[config.mk]
export PLATFORM = sky130hd
export DESIGN_NAME = regfile_writeback
export DESIGN_NICKNAME = d
export VERILOG_FILES = /design/src/rtl/regfile_wb_pkg.sv /design/src/rtl/wb_queue.sv /design/src/rtl/regfile_writeback.sv
export SDC_FILE = /design/constraint.sdc
export NUM_CORES = 1
export LEC_CHECK = 0
export BUFFER_PORTS_ARGS = -buffer_cell sky130_fd_sc_hd__buf_4
export CORE_ASPECT_RATIO = 0.7
export CORE_MARGIN = 5
export CORE_UTILIZATION = 57
export CTS_BUF_LIST = sky130_fd_sc_hd__clkbuf_16
export DETAILED_ROUTE_END_ITERATION = 10
export HOLD_SLACK_MARGIN = 0.03
export PLACE_DENSITY_LB_ADDON = 0.05
export REMOVE_ABC_BUFFERS = 1
export SYNTH_ARGS = -nofsm -noshare
export SYNTH_HDL_FRONTEND = slang
export SYNTH_SLANG_ARGS = --single-unit
[constraint.sdc]
create_clock -name clk -period 3.22 [get_ports clk]
set_input_delay 0.483 -clock clk [delete_from_list [all_inputs] [get_ports clk]]
set_output_delay 0.483 -clock clk [all_outputs]
set_load 0.02 [all_outputs]
[src/rtl/regfile_wb_pkg.sv]
// rtl/regfile_wb_pkg.sv - shared constants and entry type for the register-file write-back path
//
// Purpose : constants and the queued-write entry layout shared by
//           regfile_writeback and wb_queue.
// Contents: WB_XLEN / WB_AW / WB_DEPTH / WB_CW constants, wb_entry_t {rd, data}.
// Optional feature macro used by the consumers: REGFILE_WB_FORWARD_EN.

package regfile_wb_pkg;

   localparam int WB_XLEN  = 32;                    // data width
   localparam int WB_AW    = 5;                     // register address width
   localparam int WB_DEPTH = 4;                     // write-queue entries
   localparam int WB_CW    = $clog2(WB_DEPTH) + 1;  // occupancy counter width

   // One pending register-file write.
   typedef struct packed {
      logic [WB_AW-1:0]   rd;
      logic [WB_XLEN-1:0] data;
   } wb_entry_t;

endpackage

[src/rtl/wb_queue.sv]
// rtl/wb_queue.sv - circular FIFO of pending register-file writes
//
// Purpose : DEPTH-entry circular queue of wb_entry_t. Besides the usual
//           push/pop interface it exposes every stored entry in age order
//           (index 0 = oldest) with a valid vector, so the parent can build
//           the busy scoreboard and search for forwarding matches.
// Ports   : clk, rst_n (async active-low)
//           push, push_entry   - enqueue (ignored while full)
//           pop                - dequeue head (ignored while empty)
//           head               - oldest entry
//           full, empty, count - registered occupancy state
//           age_entry, age_valid - entries oldest-first, valid per slot
// Used with or without REGFILE_WB_FORWARD_EN; the queue itself has no option.

module wb_queue
   import regfile_wb_pkg::*;
#(
   parameter int  DEPTH = WB_DEPTH,
   localparam int PW    = $clog2(DEPTH),
   localparam int CW    = PW + 1
) (
   input  logic             clk,
   input  logic             rst_n,
   input  logic             push,
   input  wb_entry_t        push_entry,
   input  logic             pop,
   output wb_entry_t        head,
   output logic             full,
   output logic             empty,
   output logic [CW-1:0]    count,
   output wb_entry_t        age_entry [DEPTH],
   output logic [DEPTH-1:0] age_valid
);

   wb_entry_t        mem [DEPTH];
   logic [PW-1:0]    rd_ptr;
   logic [PW-1:0]    wr_ptr;
   logic             do_push;
   logic             do_pop;

   assign full    = (count == CW'(DEPTH));
   assign empty   = (count == '0);
   assign do_push = push && !full;
   assign do_pop  = pop && !empty;
   assign head    = mem[rd_ptr];

   // DEPTH is a power of two, so the pointers wrap by plain overflow.
   always_ff @(posedge clk or negedge rst_n) begin
      if (!rst_n) begin
         rd_ptr <= '0;
         wr_ptr <= '0;
         count  <= '0;
      end else begin
         if (do_push) wr_ptr <= wr_ptr + 1'b1;
         if (do_pop)  rd_ptr <= rd_ptr + 1'b1;
         case ({do_push, do_pop})
            2'b10:   count <= count + 1'b1;
            2'b01:   count <= count - 1'b1;
            default: count <= count;
         endcase
      end
   end

   // Storage needs no reset: a slot is only observed while it is valid.
   always_ff @(posedge clk) begin
      if (do_push) mem[wr_ptr] <= push_entry;
   end

   // Rotate storage so slot k is the k-th oldest entry.
   always_comb begin
      for (int k = 0; k < DEPTH; k++) begin
         age_entry[k] = mem[rd_ptr + PW'(k)];
         age_valid[k] = (CW'(k) < count);
      end
   end

endmodule

[src/rtl/regfile_writeback.sv]
// rtl/regfile_writeback.sv - write-side controller for the 32x32 register file
//
// Purpose : accepts destination writes from the load unit (priority) and the
//           ALU, queues them, and drives the single register-file write port
//           one entry per cycle through a registered output stage. Publishes a
//           busy scoreboard of registers with pending writes.
// Ports   : clk, rst (async active-low)
//           ld_valid/ld_ready/ld_rd/ld_data      - load write request
//           alu_valid/alu_ready/alu_rd/alu_data  - ALU write request
//           wb_stall                             - hold the queue head
//           reg_write/wr_rd/wr_data              - registered write port
//           busy_mask                            - registers with pending writes
//           q_count                              - queue occupancy
// Option  : REGFILE_WB_FORWARD_EN adds fwd_rs1/fwd_rs2 lookups returning
//           fwd_hit1/fwd_hit2 and fwd_data1/fwd_data2 (youngest pending value).
// The entry layout comes from regfile_wb_pkg; XLEN/AW must match it.

module regfile_writeback
   import regfile_wb_pkg::*;
#(
   parameter int  XLEN  = WB_XLEN,
   parameter int  AW    = WB_AW,
   parameter int  DEPTH = WB_DEPTH,
   localparam int CW    = $clog2(DEPTH) + 1
) (
   input  logic            clk,
   input  logic            rst,
   input  logic            alu_valid,
   output logic            alu_ready,
   input  logic [AW-1:0]   alu_rd,
   input  logic [XLEN-1:0] alu_data,
   input  logic            ld_valid,
   output logic            ld_ready,
   input  logic [AW-1:0]   ld_rd,
   input  logic [XLEN-1:0] ld_data,
   input  logic            wb_stall,
   output logic            reg_write,
   output logic [AW-1:0]   wr_rd,
   output logic [XLEN-1:0] wr_data,
   output logic [31:0]     busy_mask,
   output logic [CW-1:0]   q_count
`ifdef REGFILE_WB_FORWARD_EN
   ,
   input  logic [AW-1:0]   fwd_rs1,
   input  logic [AW-1:0]   fwd_rs2,
   output logic            fwd_hit1,
   output logic            fwd_hit2,
   output logic [XLEN-1:0] fwd_data1,
   output logic [XLEN-1:0] fwd_data2
`endif
);

   wb_entry_t        push_entry;
   wb_entry_t        head;
   wb_entry_t        age_entry [DEPTH];
   logic [DEPTH-1:0] age_valid;
   logic             full;
   logic             empty;
   logic             ld_fire;
   logic             alu_fire;
   logic             push;
   logic             pop;

   // Readies use only the registered full flag: a pop this cycle does not
   // reopen the queue until the count has updated.
   assign ld_ready  = rst && !full;
   assign alu_ready = rst && !full && !ld_valid;
   assign ld_fire   = ld_valid && ld_ready;
   assign alu_fire  = alu_valid && alu_ready;

   always_comb begin
      push_entry = '{rd: alu_rd, data: alu_data};
      if (ld_fire) push_entry = '{rd: ld_rd, data: ld_data};
   end

   // x0 writes complete their handshake but are dropped here.
   assign push = (ld_fire && (ld_rd != '0)) || (alu_fire && (alu_rd != '0));
   assign pop  = !empty && !wb_stall;

   wb_queue #(.DEPTH(DEPTH)) u_queue (
      .clk        (clk),
      .rst_n      (rst),
      .push       (push),
      .push_entry (push_entry),
      .pop        (pop),
      .head       (head),
      .full       (full),
      .empty      (empty),
      .count      (q_count),
      .age_entry  (age_entry),
      .age_valid  (age_valid)
   );

   always_ff @(posedge clk or negedge rst) begin
      if (!rst) begin
         reg_write <= 1'b0;
         wr_rd     <= '0;
         wr_data   <= '0;
      end else begin
         reg_write <= pop;
         if (pop) begin
            wr_rd   <= head.rd;
            wr_data <= head.data;
         end
      end
   end

   // A register stays busy until its last queued write has been presented.
   always_comb begin
      busy_mask = '0;
      for (int k = 0; k < DEPTH; k++) begin
         if (age_valid[k]) busy_mask[age_entry[k].rd] = 1'b1;
      end
      if (reg_write) busy_mask[wr_rd] = 1'b1;
      busy_mask[0] = 1'b0;
   end

`ifdef REGFILE_WB_FORWARD_EN
   logic [AW-1:0]   fwd_rs   [2];
   logic [1:0]      fwd_hit;
   logic [XLEN-1:0] fwd_data [2];

   assign fwd_rs[0] = fwd_rs1;
   assign fwd_rs[1] = fwd_rs2;

   // Oldest first (output register, then queue head to tail) so the
   // youngest match overwrites earlier ones.
   always_comb begin
      for (int j = 0; j < 2; j++) begin
         fwd_hit[j]  = 1'b0;
         fwd_data[j] = '0;
         if (reg_write && (wr_rd == fwd_rs[j])) begin
            fwd_hit[j]  = 1'b1;
            fwd_data[j] = wr_data;
         end
         for (int k = 0; k < DEPTH; k++) begin
            if (age_valid[k] && (age_entry[k].rd == fwd_rs[j])) begin
               fwd_hit[j]  = 1'b1;
               fwd_data[j] = age_entry[k].data;
            end
         end
         if (fwd_rs[j] == '0) begin
            fwd_hit[j]  = 1'b0;
            fwd_data[j] = '0;
         end
      end
   end

   assign fwd_hit1  = fwd_hit[0];
   assign fwd_hit2  = fwd_hit[1];
   assign fwd_data1 = fwd_data[0];
   assign fwd_data2 = fwd_data[1];
`endif

endmodule

# ---- After elaboration in Yosys (flattened, before gate mapping)
# Memories as Yosys holds them, arrays and structs flattened.
# Cells that the tools add are included.
dict set report word_totals {
  reg_bits 45
  ram_bits 148
  inputBits 79
  out_inout_bits 75
  n_memories 1
}
dict set report op_classes {
  addsub 6
  magnitude_cmp 14
  eq_ne 3
  n_mux 19
  n_bitwise 4
  reduce_logical 23
}
# name depth width rd rd_clocked_by_memory_dff write_ports line
set memory_table {}
lappend memory_table {u_queue.mem 4 37 4 0 1 wb_queue.sv:35} ;# wb_entry_t mem [DEPTH];
# cell count
set op_table {}
lappend op_table {{32-bit two-way mux} 5}
lappend op_table {{32-bit bitwise OR} 4}
lappend op_table {{37-bit two-way mux} 1}
lappend op_table {{5-bit by 6-bit < comparator with 1-bit output, second input constant} 5}
lappend op_table {{1-bit demux with 5-bit select} 5}
lappend op_table {{5-bit by 1-bit >= comparator with 1-bit output, second input constant} 5}
lappend op_table {{1-bit logical AND} 14}
lappend op_table {{5-bit nonzero test} 2}
lappend op_table {{1-bit two-way mux} 7}
lappend op_table {{1-bit by 3-bit < comparator with 1-bit output, first input constant} 2}
lappend op_table {{2-bit by 3-bit < comparator with 1-bit output, first input constant} 2}
lappend op_table {{3-bit case mux with 2 select lines} 1}
lappend op_table {{2-bit by 1-bit adder with 2-bit output, second input constant} 2}
lappend op_table {{2-bit adder, second input constant} 2}
lappend op_table {{1-bit logical NOT} 4}
lappend op_table {{3-bit by 1-bit adder with 3-bit output, second input constant} 1}
lappend op_table {{3-bit == test, second input constant} 1}
lappend op_table {{3-bit logical NOT} 1}
lappend op_table {{3-bit by 1-bit subtractor with 3-bit output, second input constant} 1}
lappend op_table {{2-bit by 1-bit == test with 1-bit output, second input constant} 1}
lappend op_table {{2-bit == test, second input constant} 1}
lappend op_table {{2-bit nonzero test} 1}
lappend op_table {{1-bit logical OR} 1}

# ---- Logic depth before layout (Yosys ltp)
# An unclocked memory read counts as a cell.
dict set report logic_depth {
  depth_word 14
  depth_mapped 10
  depth_no_buf 10
}

# ---- By module
# From an unflattened synthesis, not the netlist that was laid out.
dict set report hier_totals {
  hier_cells 760
  hier_area_um2 12065.3
}
# mod n_inst cells_per_inst area_each_um2
set by_module_without_submodules {}
lappend by_module_without_submodules {wb_queue 1 415 8785.9}
lappend by_module_without_submodules {regfile_writeback 1 345 3279.4}

# ---- Least setup slack after synthesis
# OpenSTA, ideal clock, no wires.
dict set report synth_timing {
  path_type {register to register}
  startpoint {register u_queue.count[0]}
  endpoint {memory u_queue.mem[0][0] in the netlist's numbering, enable pin}
  setup_time_ps 398
  t_arrival_ps 2517
  slack_ps 305
  path_stages_with_launch 7
  path_buffers 0
  path_cell_list {dfrtp_1 -> inv_1 -> ha_1 -> nand2_1 -> nand2_1 -> a221oi_1 -> and2_1}
}
dict set report synth_between {
  elab_chain_cells 10
  elab_cells_between_ends 12
}
# element line
set synth_lines {}
lappend synth_lines {{start, declared} wb_queue.sv:30} ;# output logic [CW-1:0] count,
lappend synth_lines {{start signal, assigned} wb_queue.sv:57} ;# 2'b10: count <= count + 1'b1;
lappend synth_lines {{start signal, assigned} wb_queue.sv:58} ;# 2'b01: count <= count - 1'b1;
lappend synth_lines {{start signal, assigned} wb_queue.sv:59} ;# default: count <= count;
lappend synth_lines {{3-bit == test (*)} wb_queue.sv:41} ;# assign full = (count == CW'(DEPTH));
lappend synth_lines {{1-bit logical NOT (*)} {wb_queue.sv:43, regfile_writeback.sv:66, regfile_writeback.sv:67}}
lappend synth_lines {{1-bit logical AND} {regfile_writeback.sv:66, regfile_writeback.sv:67}}
lappend synth_lines {{1-bit logical AND} regfile_writeback.sv:67} ;# assign alu_ready = rst && !full && !ld_valid;
lappend synth_lines {{1-bit logical AND} regfile_writeback.sv:69} ;# assign alu_fire = alu_valid && alu_ready;
lappend synth_lines {{1-bit logical AND} regfile_writeback.sv:77} ;# assign push = (ld_fire && (ld_rd != '0)) || (alu_fire && (alu_rd != '0));
lappend synth_lines {{1-bit logical OR} regfile_writeback.sv:77}
lappend synth_lines {{1-bit logical AND (*)} wb_queue.sv:43} ;# assign do_push = push && !full;
lappend synth_lines {{1-bit two-way mux (*)} wb_queue.sv:66} ;# if (do_push) mem[wr_ptr] <= push_entry;
lappend synth_lines {{1-bit two-way mux (implied by the code) (*)} wb_queue.sv:66}
lappend synth_lines {{end, declared} wb_queue.sv:35}
# Every way passes the cells marked *; elsewhere a longest branch is shown, timed or not.

# ---- Final worst setup path
dict set report layout_timing {
  startpoint {register u_queue.rd_ptr[1]}
  endpoint {output port busy_mask[1]}
}
dict set report layout_between {
  elab_chain_cells 14
  elab_cells_between_ends 33
}
# element line
set layout_lines {}
lappend layout_lines {{start, declared} wb_queue.sv:36} ;# logic [PW-1:0] rd_ptr;
lappend layout_lines {{start signal, assigned} wb_queue.sv:55} ;# if (do_pop) rd_ptr <= rd_ptr + 1'b1;
lappend layout_lines {{2-bit by 1-bit adder with 2-bit output or memory read 4 x 37 bit (tied branches)} -}
lappend layout_lines {{memory read 4 x 37 bit (*)} -}
lappend layout_lines {{5-bit by 6-bit < comparator with 1-bit output (implied by the code) (tied with other cells)} regfile_writeback.sv:112} ;# if (age_valid[k]) busy_mask[age_entry[k].rd] = 1'b1;
lappend layout_lines {{1-bit logical AND (implied by the code) or 1-bit two-way mux (tied branches)} regfile_writeback.sv:112}
lappend layout_lines {{1-bit two-way mux (implied by the code) or 1-bit demux with 5-bit select (tied branches)} regfile_writeback.sv:112}
lappend layout_lines {{1-bit demux with 5-bit select or 32-bit two-way mux (tied branches)} regfile_writeback.sv:112}
lappend layout_lines {{32-bit bitwise OR (no source line)} -}
lappend layout_lines {{32-bit two-way mux} regfile_writeback.sv:112}
lappend layout_lines {{32-bit bitwise OR (no source line)} -}
lappend layout_lines {{32-bit two-way mux} regfile_writeback.sv:112}
lappend layout_lines {{32-bit bitwise OR (no source line)} -}
lappend layout_lines {{32-bit two-way mux (*)} regfile_writeback.sv:112}
lappend layout_lines {{32-bit bitwise OR (no source line)} -}
lappend layout_lines {{32-bit two-way mux (*)} regfile_writeback.sv:114} ;# if (reg_write) busy_mask[wr_rd] = 1'b1;
lappend layout_lines {{end, declared} regfile_writeback.sv:40} ;# output logic [31:0] busy_mask,
# Marks and branches as above.

==> results_dict.tcl <==
set metrics [dict create \
    power.density_mw_per_mm2 1040 \
    critical_path_required_ns 2.74 \
    start_util_pct 58.2 \
    ys_types 42 \
    antenna_found_initial 0 \
    routed_wirelength_um 27000 \
    fraction_of_final_layout_cells_sized_beyond_drive_strength_1_pct 49.4 \
    netlist_area_mm2 0.00948 \
    chipWidth_um 164 \
    yosys.area.top_type_share_pct 46.9 \
    final.setup.tns_ns 0 \
    outcome "completed" \
    die-area_mm2 0.0194 \
    finalMaxSlewViolations 0 \
    globalRoute.totalOverflow 0 \
    maxClockFrequency_mhz 315 \
    design_area_mm2 0.0117 \
    layout.area.seq_mm2 0.00558 \
    buffer_ports.inserted 152 \
    cts-htree-levels 4 \
    most_area_consuming_cells_after_synthesis "edfxtp_1, mux4_2, dfrtp_1" \
    global_route.usage.total_pct 28.1 \
    wl_per_cell_um 26.7 \
    final_hold_viol_count 0 \
    drtPass1Iterations 5 \
    crit_fanout 14 \
    cp_data_arrival_time_ns 2.69 \
    grt_pass1_vias 6582 \
    core_region_area_mm2 0.0163 \
    finish.net_count 861 \
    timing_worst_slew_pin_value_ns 1.06 \
    nFillCells 1069 \
    clockRootBuffer "clkbuf_16" \
    dp.final_hpwl_um 18800 \
    post_layout_nonfiller_instances 1011 \
    hp-class "in2async" \
    vdd.ir_drop.worst_v 0.000686 \
    detail_route.vias_per_cell 6.53 \
    clk_latency_ns 0.43 \
    maxCapViolations 0 \
    routed_via_count 6604 \
    clock_tree_from_tritoncts "yes" \
    setup_repair_after_global_routing_missed_its_margin "true" \
    ioPinCount 154 \
    timing.clock.skew_ns 0.0116 \
    antenna-diode-count 0 \
    slew_headroom_pct 29.4 \
    area_delta_synth_final_pct 23.9 \
    multi_input_comb_area_mm2 0.00380 \
    placedCellCount 965 \
    ctsLongestPathBuffers 2 \
    ys_seq_elements 193 \
    finalCritPeriodShare_pct 98.6 \
    timing.setup.critical_path_class "reg2out" \
    setup_viol 0 \
    ys_warn_count 0 \
    worst_setup_hold_path_clk_slew_ns 0.07 \
    worstSetupStartpointType "register" \
    grt_pass1_wl_um 40500 \
    floorplan.die.height_um 118 \
    grt_start_max_net_pins 46 \
    min_period_ns 3.18 \
    layout.core_utilization_pct 72.1 \
    avgSynthCellArea_um2 15.7 \
    cts_inserted_buffers 17 \
    clkSinkCount 193 \
    ant_nets 0 \
    placed_area_mm2 0.0109 \
    detailedRoute.firstIterationViolations 734 \
    placement_rows 39 \
    holdBufCountCts 0 \
    synth_top_area_cell "edfxtp_1" \
    gp_congestion 1.03 \
    end_kind "output port" \
    leakage_power_figure_nw 4.38 \
    seq_area_frac_synth_pct 58.8 \
    drcViolationCount 0 \
    synthesis.instances 605 \
]
==> per-stage QoR <==
stage               hold slack, ns  setup WS (ns)  total power, mW
floorplan                    0.187         -0.772             7.38
global placement             0.491          0.110             9.69
detailed placement           0.497          0.206             9.76
CTS                          0.224        0.00776             11.9
global route                 0.251        -0.0152             12.8
finish                       0.209         0.0445             12.3
==> cell usage after synthesis <==
master,number
edfxtp_1,148
mux2_2,75
nand3_1,57
mux4_2,52
dfrtp_1,45
a22oi_1,35
nand2_1,22
a32oi_1,17
nor2_1,14
buf_1,13
clkbuf_1,13
nor2b_1,13
and2_1,11
buf_2,10
nand4_1,10
ha_1,9
inv_1,8
nor4b_4,5
xnor2_1,5
and4bb_2,4
buf_6,4
nor3b_1,4
and3b_1,3
and4b_1,3
nor4b_2,3
a21oi_1,2
and3_1,2
buf_4,2
o21ai_0,2
o21ba_2,2
a221oi_1,1
and4_1,1
and4bb_1,1
conb_1,1
mux2i_1,1
nor3_1,1
nor3_2,1
nor4_1,1
nor4_2,1
o21a_1,1
or4_1,1
xor2_1,1
==> sequential cells by signal, indices dropped and copies added (netlist names) <==
register	flops
u_queue.mem	148
wr_data	32
wr_rd	5
u_queue.count	3
u_queue.rd_ptr	2
u_queue.wr_ptr	2
reg_write	1
==> routing by layer <==
metal	vias to the layer above	global-route usage, %	wire length, um
li1	2772	-	-
met1	3342	42.7	11300
met2	452	39.4	11800
met3	36	10.2	3550
met4	2	5.66	248
met5	-	1.60	41
==> report_power, final <==
group | leakage (nW) | switching, mW | internal [mW] | total, mW
logic | 2.22 | 3.71 | 2.67 | 6.39
clock network | 0.287 | 0.980 | 1.10 | 2.08
registers | 1.87 | 0.438 | 3.37 | 3.81
total | 4.38 | 5.13 | 7.14 | 12.3
==> critical path: stages, from the launching register on <==
cell     delay, ns
dfrtp_4       0.56
mux4_2        0.59
nor2b_1       0.15
buf_4         0.16
a32oi_1       0.37
nand4_1       0.21
buf_4         0.21
==> placed cells by master (no fill, tap or decap), types with 3 or more instances in the layout <==
| cell type | count |
|---|---|
| clkbuf_16 | 17 |
| buf_4 | 187 |
| nor2_1 | 10 |
| dfrtp_1 | 43 |
| inv_1 | 10 |
| ha_1 | 9 |
| xnor2_1 | 5 |
| mux2_2 | 75 |
| buf_12 | 3 |
| edfxtp_1 | 148 |
| and4b_1 | 3 |
| inv_8 | 4 |
| nor2_2 | 4 |
| and4bb_2 | 4 |
| and2_1 | 5 |
| a32oi_1 | 16 |
| a22oi_1 | 29 |
| mux4_2 | 52 |
| inv_6 | 3 |
| nor3b_1 | 4 |
| nor4b_4 | 8 |
| a22oi_2 | 6 |
| nor2b_1 | 11 |
| nand2_1 | 21 |
| and2_2 | 6 |
| and3b_1 | 3 |
| nand4_1 | 10 |
| nand3_1 | 57 |
==> timing repair <==
item	in CTS	in global routing
pin swaps	1	5
endpoints found under the setup margin	18	25
buffers inserted	3	11
hold endpoints to repair	0	0
cloned	0	0
resized for setup	6	20
==> worst paths after layout <==
| kind | startpoint | endpoint | slack [ns] | cells past startpoint |
|---|---|---|---|---|
| setup / recovery | u_queue.rd_ptr[1] | busy_mask[1] | 0.04 | 6 |
| hold / removal | rst | wr_data[12] | 0.21 | 2 |
| setup reg to reg | u_queue.count[0] | u_queue.mem[2][23] | 0.42 | 6 |
| hold reg to reg | wr_data[25] | wr_data[25] | 0.51 | 1 |
| max in group asynchronous | rst | u_queue.rd_ptr[0] | 2.50 | 2 |
| min in group clk | ld_data[12] | u_queue.mem[3][12] | 0.41 | 2 |
==> kinds of logic (layout without fill, tap and decap cells) <==
| group | count (synthesis) | count (layout) | synth area share (%) |
|---|---|---|---|
| fa+ha+maj | 9 | 9 | 1.19 |
| compound gates | 60 | 60 | 4.94 |
| mux | 128 | 128 | 21.4 |
| flops | 193 | 193 | 58.8 |
| xor+xnor | 6 | 6 | 0.554 |
| buf+inv | 50 | 231 | 2.51 |
| other cells | 1 | 1 | 0.0396 |
| simple gates | 158 | 158 | 10.6 |
==> final cells by class <==
| class | instances | area share [%] |
|---|---|---|
| Multi-Input combinational cell | 362 | 32.4 |
| Sequential cell | 193 | 47.5 |
| Clock inverter | 15 | 1.31 |
| Timing Repair Buffer | 191 | 12.6 |
| Tap cell | 225 | 2.40 |
| Clock buffer | 17 | 3.62 |
| Inverter | 8 | 0.256 |
Power figures use the tool's default switching activity.
